### src/rtl/reduce_arbiter.sv
// reduce_arbiter
//   Shares one 4-bit AND/OR reduction unit between NREQ requesters. A
//   round-robin arbiter picks a request in IDLE, the operand and requester
//   index are latched, CALC registers the reductions, and DONE presents the
//   tagged result on a valid/ready response port.
//
// Optional feature: define REDUCE_ARB_XOR_EN to add the rsp_xor port and the
// parity reduction. Without it there is no parity port or logic.
//
// Ports
//   clk, rst_n    rising-edge clock, asynchronous active-low reset
//   req[NREQ]     per-requester request, held with its operand until granted
//   data[4*NREQ]  operands, requester i uses data[4*i +: 4]
//   gnt[NREQ]     one-hot pulse: operand accepted this cycle (IDLE only)
//   busy          FSM is not IDLE
//   rsp_valid / rsp_ready / rsp_id / rsp_and / rsp_or [/ rsp_xor]
//                 response channel
//   dbg_state     current FSM state (IDLE=0, CALC=1, DONE=2)
//
// Handshake: a response transfers on a cycle where rsp_valid && rsp_ready.
// rsp_valid and all rsp_* payload bits hold steady until that cycle, and
// rsp_ready is ignored whenever rsp_valid is low.
module reduce_arbiter #(
  parameter int NREQ = 4,
  localparam int IDW = $clog2(NREQ)
) (
  input  logic              clk,
  input  logic              rst_n,
  input  logic [NREQ-1:0]   req,
  input  logic [4*NREQ-1:0] data,
  output logic [NREQ-1:0]   gnt,
  output logic              busy,
  output logic              rsp_valid,
  input  logic              rsp_ready,
  output logic [IDW-1:0]    rsp_id,
  output logic              rsp_and,
  output logic              rsp_or,
`ifdef REDUCE_ARB_XOR_EN
  output logic              rsp_xor,
`endif
  output logic [1:0]        dbg_state
);

  typedef enum logic [1:0] {
    IDLE = 2'd0,
    CALC = 2'd1,
    DONE = 2'd2
  } state_t;

  state_t         state;
  logic [IDW-1:0] ptr;
  logic [IDW-1:0] id_q;
  logic [3:0]     op_q;

  logic           any_req;
  logic           hi_found;
  logic [IDW-1:0] hi_id;
  logic [IDW-1:0] lo_id;
  logic [IDW-1:0] pick;
  logic [3:0]     op_sel;

  // Round-robin search. Scanning downward means the last hit in each half is
  // the lowest index: hi_id is the first request at or above ptr, lo_id the
  // first below it (the wrap-around candidate).
  always_comb begin
    hi_found = 1'b0;
    hi_id    = '0;
    lo_id    = '0;
    for (int i = NREQ - 1; i >= 0; i--) begin
      if (req[i]) begin
        if (i >= int'(ptr)) begin
          hi_found = 1'b1;
          hi_id    = IDW'(i);
        end else begin
          lo_id = IDW'(i);
        end
      end
    end
    any_req = |req;
    pick    = hi_found ? hi_id : lo_id;
  end

  // Operand mux and one-hot grant. The grant is also masked by rst_n so that
  // gnt reads 0 while reset is held even if requests are present.
  always_comb begin
    op_sel = 4'h0;
    gnt    = '0;
    for (int i = 0; i < NREQ; i++) begin
      if (pick == IDW'(i)) begin
        op_sel = data[4*i +: 4];
        gnt[i] = (state == IDLE) && any_req && rst_n;
      end
    end
  end

  always_ff @(posedge clk or negedge rst_n) begin
    if (!rst_n) begin
      state     <= IDLE;
      ptr       <= '0;
      id_q      <= '0;
      op_q      <= 4'h0;
      rsp_valid <= 1'b0;
      rsp_id    <= '0;
      rsp_and   <= 1'b0;
      rsp_or    <= 1'b0;
`ifdef REDUCE_ARB_XOR_EN
      rsp_xor   <= 1'b0;
`endif
    end else begin
      case (state)
        IDLE: begin
          if (any_req) begin
            op_q  <= op_sel;
            id_q  <= pick;
            // Explicit wrap keeps ptr inside 0..NREQ-1 for any NREQ.
            ptr   <= (pick == IDW'(NREQ - 1)) ? '0 : pick + 1'b1;
            state <= CALC;
          end
        end
        CALC: begin
          rsp_id    <= id_q;
          rsp_and   <= &op_q;
          rsp_or    <= |op_q;
`ifdef REDUCE_ARB_XOR_EN
          rsp_xor   <= ^op_q;
`endif
          rsp_valid <= 1'b1;
          state     <= DONE;
        end
        DONE: begin
          // Payload registers are left alone; only valid drops on transfer.
          if (rsp_ready) begin
            rsp_valid <= 1'b0;
            state     <= IDLE;
          end
        end
        default: state <= IDLE;
      endcase
    end
  end

  assign busy      = (state != IDLE);
  assign dbg_state = state;

endmodule
### config.mk
export PLATFORM = sky130hd
export DESIGN_NAME = reduce_arbiter
export DESIGN_NICKNAME = d
export VERILOG_FILES = /design/src/rtl/reduce_arbiter.sv
export SDC_FILE = /design/constraint.sdc
export NUM_CORES = 1
export LEC_CHECK = 0
export ABC_AREA = 1
export CAP_MARGIN = 20
export CORE_UTILIZATION = 38
export DETAILED_ROUTE_END_ITERATION = 10
export PLACE_DENSITY = 0.76
export SLEW_MARGIN = 30
export SYNTH_ARGS = -nofsm -noshare
export SYNTH_HDL_FRONTEND = slang
export SYNTH_SLANG_ARGS = --single-unit
### constraint.sdc
create_clock -name clk -period 1.8 [get_ports clk]
set_clock_uncertainty 0.1 [all_clocks]
set_input_delay 0.36 -clock clk [delete_from_list [all_inputs] [get_ports clk]]
set_output_delay 0.36 -clock clk [all_outputs]
set_load 0.03 [all_outputs]
# After elaboration in Yosys (flattened, before gate mapping)
# Cells that the tools add are included.
dict set report totals {
  ff_bits 15
  output_inout_bits 12
}
dict set report classes {
  add_sub_neg 1
  order_cmp 3
  n_eq_ne 7
  muxes 35
  n_reduce_logical 12
}
# op n
set op_table {}
lappend op_table {{2-bit 2-to-1 mux} 17}
lappend op_table {{4-bit 2-to-1 mux} 4}
lappend op_table {{1-bit 2-to-1 mux} 12}
lappend op_table {{4-bit OR reduction} 2}
lappend op_table {{2-bit == test (second input constant)} 3}
lappend op_table {{2-bit case mux with 3 select lines} 1}
lappend op_table {{2-bit AND reduction} 3}
lappend op_table {{2-bit by 1-bit == test with 1-bit output (second input constant)} 2}
lappend op_table {{1-bit by 2-bit >= comparator with 1-bit output (first input constant)} 2}
lappend op_table {{2-bit zero test} 2}
lappend op_table {{2-bit != test (second input constant)} 2}
lappend op_table {{4-bit AND reduction} 1}
lappend op_table {{2-bit nonzero test} 2}
lappend op_table {{2-bit by 1-bit adder with 2-bit output (second input constant)} 1}
lappend op_table {{2-bit >= comparator (first input constant)} 1}
lappend op_table {{1-bit logical AND} 2}
lappend op_table {{1-bit case mux with 2 select lines} 1}

# Longest topological paths before layout
# Gate-level depths: netlist (run 1).
dict set report logic_depth {
  word_depth 13
  depth_mapped 13
  ltp_nobuf 13
}

# Least setup slack after synthesis (run 1)
# No wires, ideal clock.
dict set report synth_timing {
  path_kind {input -> output}
  from {input req[1]}
  to {output gnt[3]}
  arrival_time_ns 1.644
  path_slack_ns -0.304
  cell_stages 8
  cell_sequence {nor2_1 > nor2_1 > nand2_1 > nand2_1 > nor2_1 > ha_1 > inv_1 > nor2_1}
}
dict set report synth_via {
  elab_chain_len 6
  elab_cells_between_ends 15
  classes_between {eq/ne (1); mux (11); reduce/logical (3)}
}
# element line
set synth_rtl {}
lappend synth_rtl {{from (decl)} 29} ;# input logic [NREQ-1:0] req,
lappend synth_rtl {{2-bit 2-to-1 mux or 1-bit 2-to-1 mux (tied branches)} 70} ;# if (req[i]) begin
lappend synth_rtl {{2-bit 2-to-1 mux or 1-bit 2-to-1 mux (tied branches)} 71} ;# if (i >= int'(ptr)) begin
lappend synth_rtl {{2-bit 2-to-1 mux or 1-bit 2-to-1 mux (tied branches)} 70}
lappend synth_rtl {{2-bit 2-to-1 mux (*)} 80} ;# pick = hi_found ? hi_id : lo_id;
lappend synth_rtl {{via pick[1]} 59} ;# logic [IDW-1:0] pick;
lappend synth_rtl {{2-bit == test (*)} 89} ;# if (pick == IDW'(i)) begin
lappend synth_rtl {{1-bit 2-to-1 mux (*)} 89}
lappend synth_rtl {{to (decl)} 31} ;# output logic [NREQ-1:0] gnt,
# The timed path passes the listed nets; every way through them passes the cells marked *.

# Worst setup path in the final report (run 1)
dict set report layout_timing {
  from {register ptr[1]}
  to {output gnt[0]}
}
dict set report layout_via {
  elab_chain_len 10
  elab_cells_between_ends 24
  classes_between {order compare (3); mux (20); reduce/logical (1)}
}
# element line
set layout_rtl {}
lappend layout_rtl {{from (decl)} 51} ;# logic [IDW-1:0] ptr;
lappend layout_rtl {{from (signal assigned)} 116} ;# ptr <= (pick == IDW'(NREQ - 1)) ? '0 : pick + 1'b1;
lappend layout_rtl {{2-bit >= comparator} 71}
lappend layout_rtl {{2-bit 2-to-1 mux or 1-bit 2-to-1 mux (tied branches)} 71}
lappend layout_rtl {{2-bit 2-to-1 mux or 1-bit 2-to-1 mux (tied branches)} 70}
lappend layout_rtl {{2-bit 2-to-1 mux or 1-bit 2-to-1 mux (tied branches)} 71}
lappend layout_rtl {{2-bit 2-to-1 mux or 1-bit 2-to-1 mux (tied branches)} 70}
lappend layout_rtl {{2-bit 2-to-1 mux or 1-bit 2-to-1 mux (tied branches)} 71}
lappend layout_rtl {{2-bit 2-to-1 mux or 1-bit 2-to-1 mux (tied branches)} 70}
lappend layout_rtl {{2-bit 2-to-1 mux (*)} 80}
lappend layout_rtl {{via pick[0]} 59}
lappend layout_rtl {{2-bit zero test (*)} 89}
lappend layout_rtl {{1-bit 2-to-1 mux (*)} 89}
# Marked as above.

==> reports/results.ini, run 1 <==
[synth]
synthAdderAreaFrac_pct = 5.62
synthSimpleGateAreaFrac_pct = 36.5
syn_inst = 123
ys_types = 15
syn_area_um2 = 891
synth_top_family_by_area = simple AND/OR/NAND/NOR gates
synth_seq_area_share_pct = 42.1
synthXorXnorAreaFrac_pct = 0
ys_warn_count = 0
synth_compound_area_share_pct = 7.30
synth.avg_cell_area_um2 = 7.24
synth_mux_area_share_pct = 0
ys_seq_elements = 15
synth_fp_nets = 150

[detailed_routing]
drt_first_iter_violations = 16
vias_per_cell = 4.92
ant_nets = 0
firstDrtPassIters = 4
routed_wl_um = 2800
drc = 0
wl_per_cell_um = 13.3
num_vias = 1033

[status]
outcome = finished with violations
violations = negative setup slack

[clock_tree]
clock_sinks = 15
root_buffer = clkbuf_4
htree_levels = 1
tritoncts = done
ctsHoldBuffers = 0
clk_path_buf_depth = 2
clk_pin_slew_ps = 90
numCtsBuffers = 3
insertion_delay_ps = 290

[finish]
area_delta_synth_final_pct = 86.8
n_antenna_cell = 0
final_common_cell = nand2_1
final_cell_count_no_fill = 210
regArea_um2 = 377
multiInputGateArea_um2 = 618
mostFrequentLayoutCells = nand2_1, clkdlybuf4s50_1, buf_4, dfrtp_1, nand3_1
nFillCells = 172
final_area_um2 = 1660
drive_gt1_share_pct = 40.1
fin_nets = 210

[power_and_ir_drop]
power_uw = 2630
ir_drop_mv = 1.12
power_density_nw_per_um2 = 1580
power_leakage_uw = 0.000831

[timing]
fin_setup_tns_ps = -1700
hold_viol = 0
holdWs_ps = 341
rsz0062_at_grt = yes
setup_viol = 8
setup_slack_ps = -376
final_max_slew_viol_count = 0
fmax_mhz = 460
relSlewSlack_pct = 78.0
tightest_slew_ps = 329
period_share_pct = 121
min_period_ps = 2180

[global_route]
use_met3_pct = 2.12
grt_pass1_vias = 1016
grt_max_degree = 16
grt_first_pass_wirelength_um = 4190
grt_use_met2_pct = 44.0
grt.overflow.total = 0
antenna_found_initial = 0
grt.busiest_layer = met2
grtUsageMet1_pct = 23.0
grt_usage_pct = 22.2

[die]
die_h_um = 50.4
row_count = 17
pin_count = 35
dieArea_um2 = 2540
core_area_um2 = 2210
fp.dieW_um = 50.4
start_util_pct = 40.3

[critical_path]
cp.arrival_ps = 1720
crit_type = reg2out
end_kind = primary output
cp-start-kind = flop
worstPathRequired_ps = 1340
path_max_fanout = 4

[placed_design]
dp.cells = 198
portBuffers = 34
dp_hpwl_um = 2030
place_congestion = 0.810
placed_area_um2 = 1450

[job]
drv_cap = 0

[hold_path]
hold_class = in2async

## report_power, final
group	leakage, uW	internal, uW	switching, uW
Sequential	0.000186	491	111
Combinational	0.000627	811	1020
Clock	0.0000177	82.6	115
## flip-flops by register name, summed over array words and instances, names as in the netlist
register   count
rsp_or         1
rsp_id         2
rsp_valid      1
id_q           2
dbg_state      2
op_q           4
rsp_and        1
ptr            2
## per-stage QoR
stage          utilization, %  setup WS [ps]
2_1_floorplan               -           18.4
3_3_place_gp             65.3           -471
3_5_place_dp             65.3           -556
4_1_cts                  69.9           -344
5_1_grt                  75.2           -459
6_report                 75.2           -376
## worst max-delay path: stages (launching register included)
cell and delay, ps:
dfrtp_2 460, inv_2 90, nand3_2 90, nand2_1 70, inv_1 50, nand2_2 90
nand2_4 90, inv_4 90, ha_4 140, inv_2 50, nor2_4 70, buf_6 130
## kinds of logic (layout without fill, tap and decap cells)
group	count (synthesis)	after routing
adders and majority gates	4	4
and+or+nand+nor	73	73
buffers and inverters	18	77
DFF	15	15
AOI/OAI and AO/OA	13	13
## synthesized netlist by cell type (all sizes together)
cell type | count | area share [%]
nor4 | 1 | 0.70
a21oi | 8 | 4.5
buf | 1 | 1.3
nand3 | 18 | 11
ha | 4 | 5.6
nor2 | 15 | 8.1
inv | 17 | 7.2
o21ai | 5 | 2.8
dfrtp | 15 | 42
nand4 | 1 | 0.70
nand2 | 38 | 16
## path summary, 6_finish.rpt
path	startpoint	to	slack, ps	cells past startpoint
max in group asynchronous	rst_n	ptr[1]$_DFFE_PN0P_	1070	2
setup / recovery	ptr[1]$_DFFE_PN0P_	gnt[0]	-380	11
min in group clk	rsp_id[1]$_DFFE_PN0P_	rsp_id[1]$_DFFE_PN0P_	370	2
setup reg to reg	ptr[1]$_DFFE_PN0P_	op_q[0]$_DFFE_PN0P_	-120	14
hold reg to reg	rsp_id[1]$_DFFE_PN0P_	rsp_id[1]$_DFFE_PN0P_	370	2
hold / removal	rst_n	ptr[0]$_DFFE_PN0P_	340	2
## what timing repair did
item | 4_1_cts | 5_1_grt
gates resized for setup | 22 | 27
pin swaps | 11 | 8
setup endpoints to repair | 12 | 15
hold endpoints to repair | 0 | 0
buffers inserted | 6 | 3
## layout make-up
| class | count | area share [%] |
|---|---|---|
| inverter | 17 | 4.14 |
| clock inverter | 1 | 0.301 |
| tap | 28 | 2.11 |
| clock buffer | 3 | 1.35 |
| timing repair buffer | 56 | 32.3 |
| multi-input combinational | 90 | 37.1 |
| sequential | 15 | 22.6 |
## per-layer routing
layer,part of all wire [%],vias up
met2,56,21
li1,-,507
met4,3.0,0
met1,39,495
met5,0,-
met3,2.1,10
Note: power is estimated with default switching activity, not from simulation.
==> run 2: changes to the inputs <==
--- a/config.mk
+++ b/config.mk
@@ -7,9 +7,11 @@
 export LEC_CHECK = 0
 export ABC_AREA = 1
 export CAP_MARGIN = 20
-export CORE_UTILIZATION = 38
+export CELL_PAD_IN_SITES_DETAIL_PLACEMENT = 1
+export CELL_PAD_IN_SITES_GLOBAL_PLACEMENT = 1
+export CORE_UTILIZATION = 26
 export DETAILED_ROUTE_END_ITERATION = 10
-export PLACE_DENSITY = 0.76
+export PLACE_DENSITY = 0.75
 export SLEW_MARGIN = 30
 export SYNTH_ARGS = -nofsm -noshare
 export SYNTH_HDL_FRONTEND = slang
==> reports/results.ini, run 2 (synthesis results as in run 1) <==
[die]
pin_count = 35  ; unchanged
core_area_um2 = 3150  ; +43%
start_util_pct = 28.3  ; -12 points
die_h_um = 60.5  ; +20%
fp.dieW_um = 60.5  ; +20%
dieArea_um2 = 3660  ; +44%
row_count = 20  ; +3

[critical_path]
max_stage_delay_ps = 450  ; about the same
worstRegToRegCells = 13  ; -1
r2r_start = ptr[0]$_DFFE_PN0P_
cp-start-kind = flop
worstPathRequired_ps = 1340  ; about the same
crit_top_cell = inv_2
rrSetupSlack_ps = -20  ; +100 ps
worstPathCellList = inv_2 -> nand3_4 -> nand2_2 -> inv_2 -> nand2_4 -> nand2_8 -> inv_8 -> ha_4 -> inv_4 -> nor2_4 -> buf_6
path_max_fanout = 4  ; unchanged
reg2reg_to = op_q[3]$_DFFE_PN0P_
crit_type = reg2out
end_kind = primary output
slowest_stage = dfrtp_2
cp.arrival_ps = 1680  ; -40 ps

[finish]
mostFrequentLayoutCells = nand2_1, clkdlybuf4s50_1, buf_4, dfrtp_1, nand3_1
regArea_um2 = 377  ; unchanged
multiInputGateArea_um2 = 659  ; +6.7%
largest_reg_flops = 4  ; unchanged
drive_gt1_share_pct = 41.1  ; +1.0 points
final_area_um2 = 1700  ; +2.3%
nFillCells = 391  ; +130%
fin_nets = 208  ; -0.95%
top_register = op_q
n_antenna_cell = 0  ; unchanged
final_common_cell = nand2_1
finalCoreUtilization_pct = 54.0  ; -21 points
area_delta_synth_final_pct = 91.0

[power_and_ir_drop]
ir_drop_mv = 0.544  ; -52%
p_sw_share_pct = 48.0  ; +0.58 points
power_density_nw_per_um2 = 1560  ; -1.1%
pwr-share-clk_pct = 7.0  ; -0.5 points
seq_power_share_pct = 22.5  ; -0.4 points
power_leakage_uw = 0.000792  ; -4.7%
pwr-share-comb_pct = 70.6  ; +1.0 points
intPower_uw = 1380  ; about the same
p_sw_uw = 1280  ; +2.3%

[timing]
rsz0062_at_grt = yes
relSlewSlack_pct = 78.7  ; +0.69 points
tightest_slew_ps = 319  ; -10.4 ps
holdWs_ps = 374  ; +32.7 ps
setup_viol = 8  ; unchanged
hold_viol = 0  ; unchanged
final_max_slew_viol_count = 0  ; unchanged
period_share_pct = 119  ; -2.1 points
setup_slack_ps = -338  ; +37.3 ps
fmax_mhz = 468  ; +1.7%
min_period_ps = 2140  ; -37.3 ps

[clock_tree]
clock_sinks = 15  ; unchanged
clk_pin_slew_ps = 90  ; about the same
tritoncts = done
numCtsBuffers = 3  ; unchanged
root_buffer = clkbuf_4
clk_path_buf_depth = 2  ; unchanged
ctsHoldBuffers = 0  ; unchanged
insertion_delay_ps = 280  ; about the same
htree_levels = 1  ; unchanged

[hold_path]
hold_start = rsp_id[0]$_DFFE_PN0P_
hold_class = reg2reg
min_to = rsp_id[0]$_DFFE_PN0P_
hold_depth = 2

[detailed_routing]
num_vias = 996  ; -3.6%
drc = 0  ; unchanged
routed_wl_um = 2980  ; +6.2%
ant_nets = 0  ; unchanged
firstDrtPassIters = 3  ; -1
wl_per_cell_um = 13.3  ; -0.43%
vias_per_cell = 4.45  ; -9.6%
drt_first_iter_violations = 34  ; +18

[global_route]
grt_max_degree = 16  ; unchanged
grt.busiest_layer = met2
antenna_found_initial = 0  ; unchanged
grt_use_met2_pct = 30.8  ; -13 points
grt.overflow.total = 0  ; unchanged
grt_usage_pct = 16.5  ; -5.7 points
grt_first_pass_wirelength_um = 4530  ; +8.1%
grt_pass1_vias = 1031  ; +1.5%
use_met3_pct = 1.49  ; -0.63 points
grtUsageMet1_pct = 19.9  ; -3.1 points

[status]
violations = negative setup slack
outcome = finished with violations

[placed_design]
place_ws_ps = -537  ; +18.7 ps
placed_area_um2 = 1450  ; +0.52%
dp_hpwl_um = 2120  ; +4.6%
place_congestion = 0.724  ; -11%
portBuffers = 34  ; unchanged

[job]
drv_cap = 0  ; unchanged

## run 2: worst max path at each step
stage | start | to | slack, ps
after floorplan | ptr[1]$_DFFE_PN0P_ | gnt[2] | 20
after global routing | ptr[1]$_DFFE_PN0P_ | gnt[2] | -440
after CTS | ptr[1]$_DFFE_PN0P_ | gnt[3] | -340
after global placement | req[1] | gnt[1] | -490
final | ptr[1]$_DFFE_PN0P_ | gnt[2] | -340
after detailed placement | req[1] | gnt[1] | -540
## run 2: worst max-delay path, delay by kind of cell, from the launching register on
family        cells  cell delay [ps]
simple gates      5              420
flops             1              450
fa+ha+maj         1              140
buf+inv           5              380
## run 2: layout make-up
| class | instances | area share [%] |
|---|---|---|
| clock buffer | 3 | 1.32 |
| sequential | 15 | 22.1 |
| timing repair buffer | 54 | 29.8 |
| multi-input combinational | 90 | 38.8 |
| inverter | 17 | 4.49 |
| tap | 44 | 3.24 |
| clock inverter | 1 | 0.294 |
## run 2: power groups by stage
stage / combinational [uW] / clock (uW) / sequential (uW)
floorplan: 837 / 0 / 705
global placement: 1480 / 0 / 587
detailed placement: 1520 / 0 / 591
CTS: 1650 / 197 / 590
global route: 2060 / 206 / 612
finish: 1880 / 185 / 598
## run 2: through the flow
stage	power (uW)	std cells	TNS (ps)
after detailed placement	2110	214	-4660
after CTS	2440	220	-1390
final	2660	224	-1330
after global routing	2880	224	-2190
after floorplan	1540	123	0
after global placement	2060	214	-4020
## run 2: what timing repair did
action | CTS | global route
gates cloned | 0 | 0
gates resized for setup | 32 | 27
setup endpoints to repair | 12 | 11
pin swaps | 8 | 11
setup buffers | 2 | 4
## run 2: metal layers
layer  wire length [um]  vias up
met5                  0        -
met4                 19        0
met3                 81        4
met2               1650       18
met1               1230      467
li1                   -      507
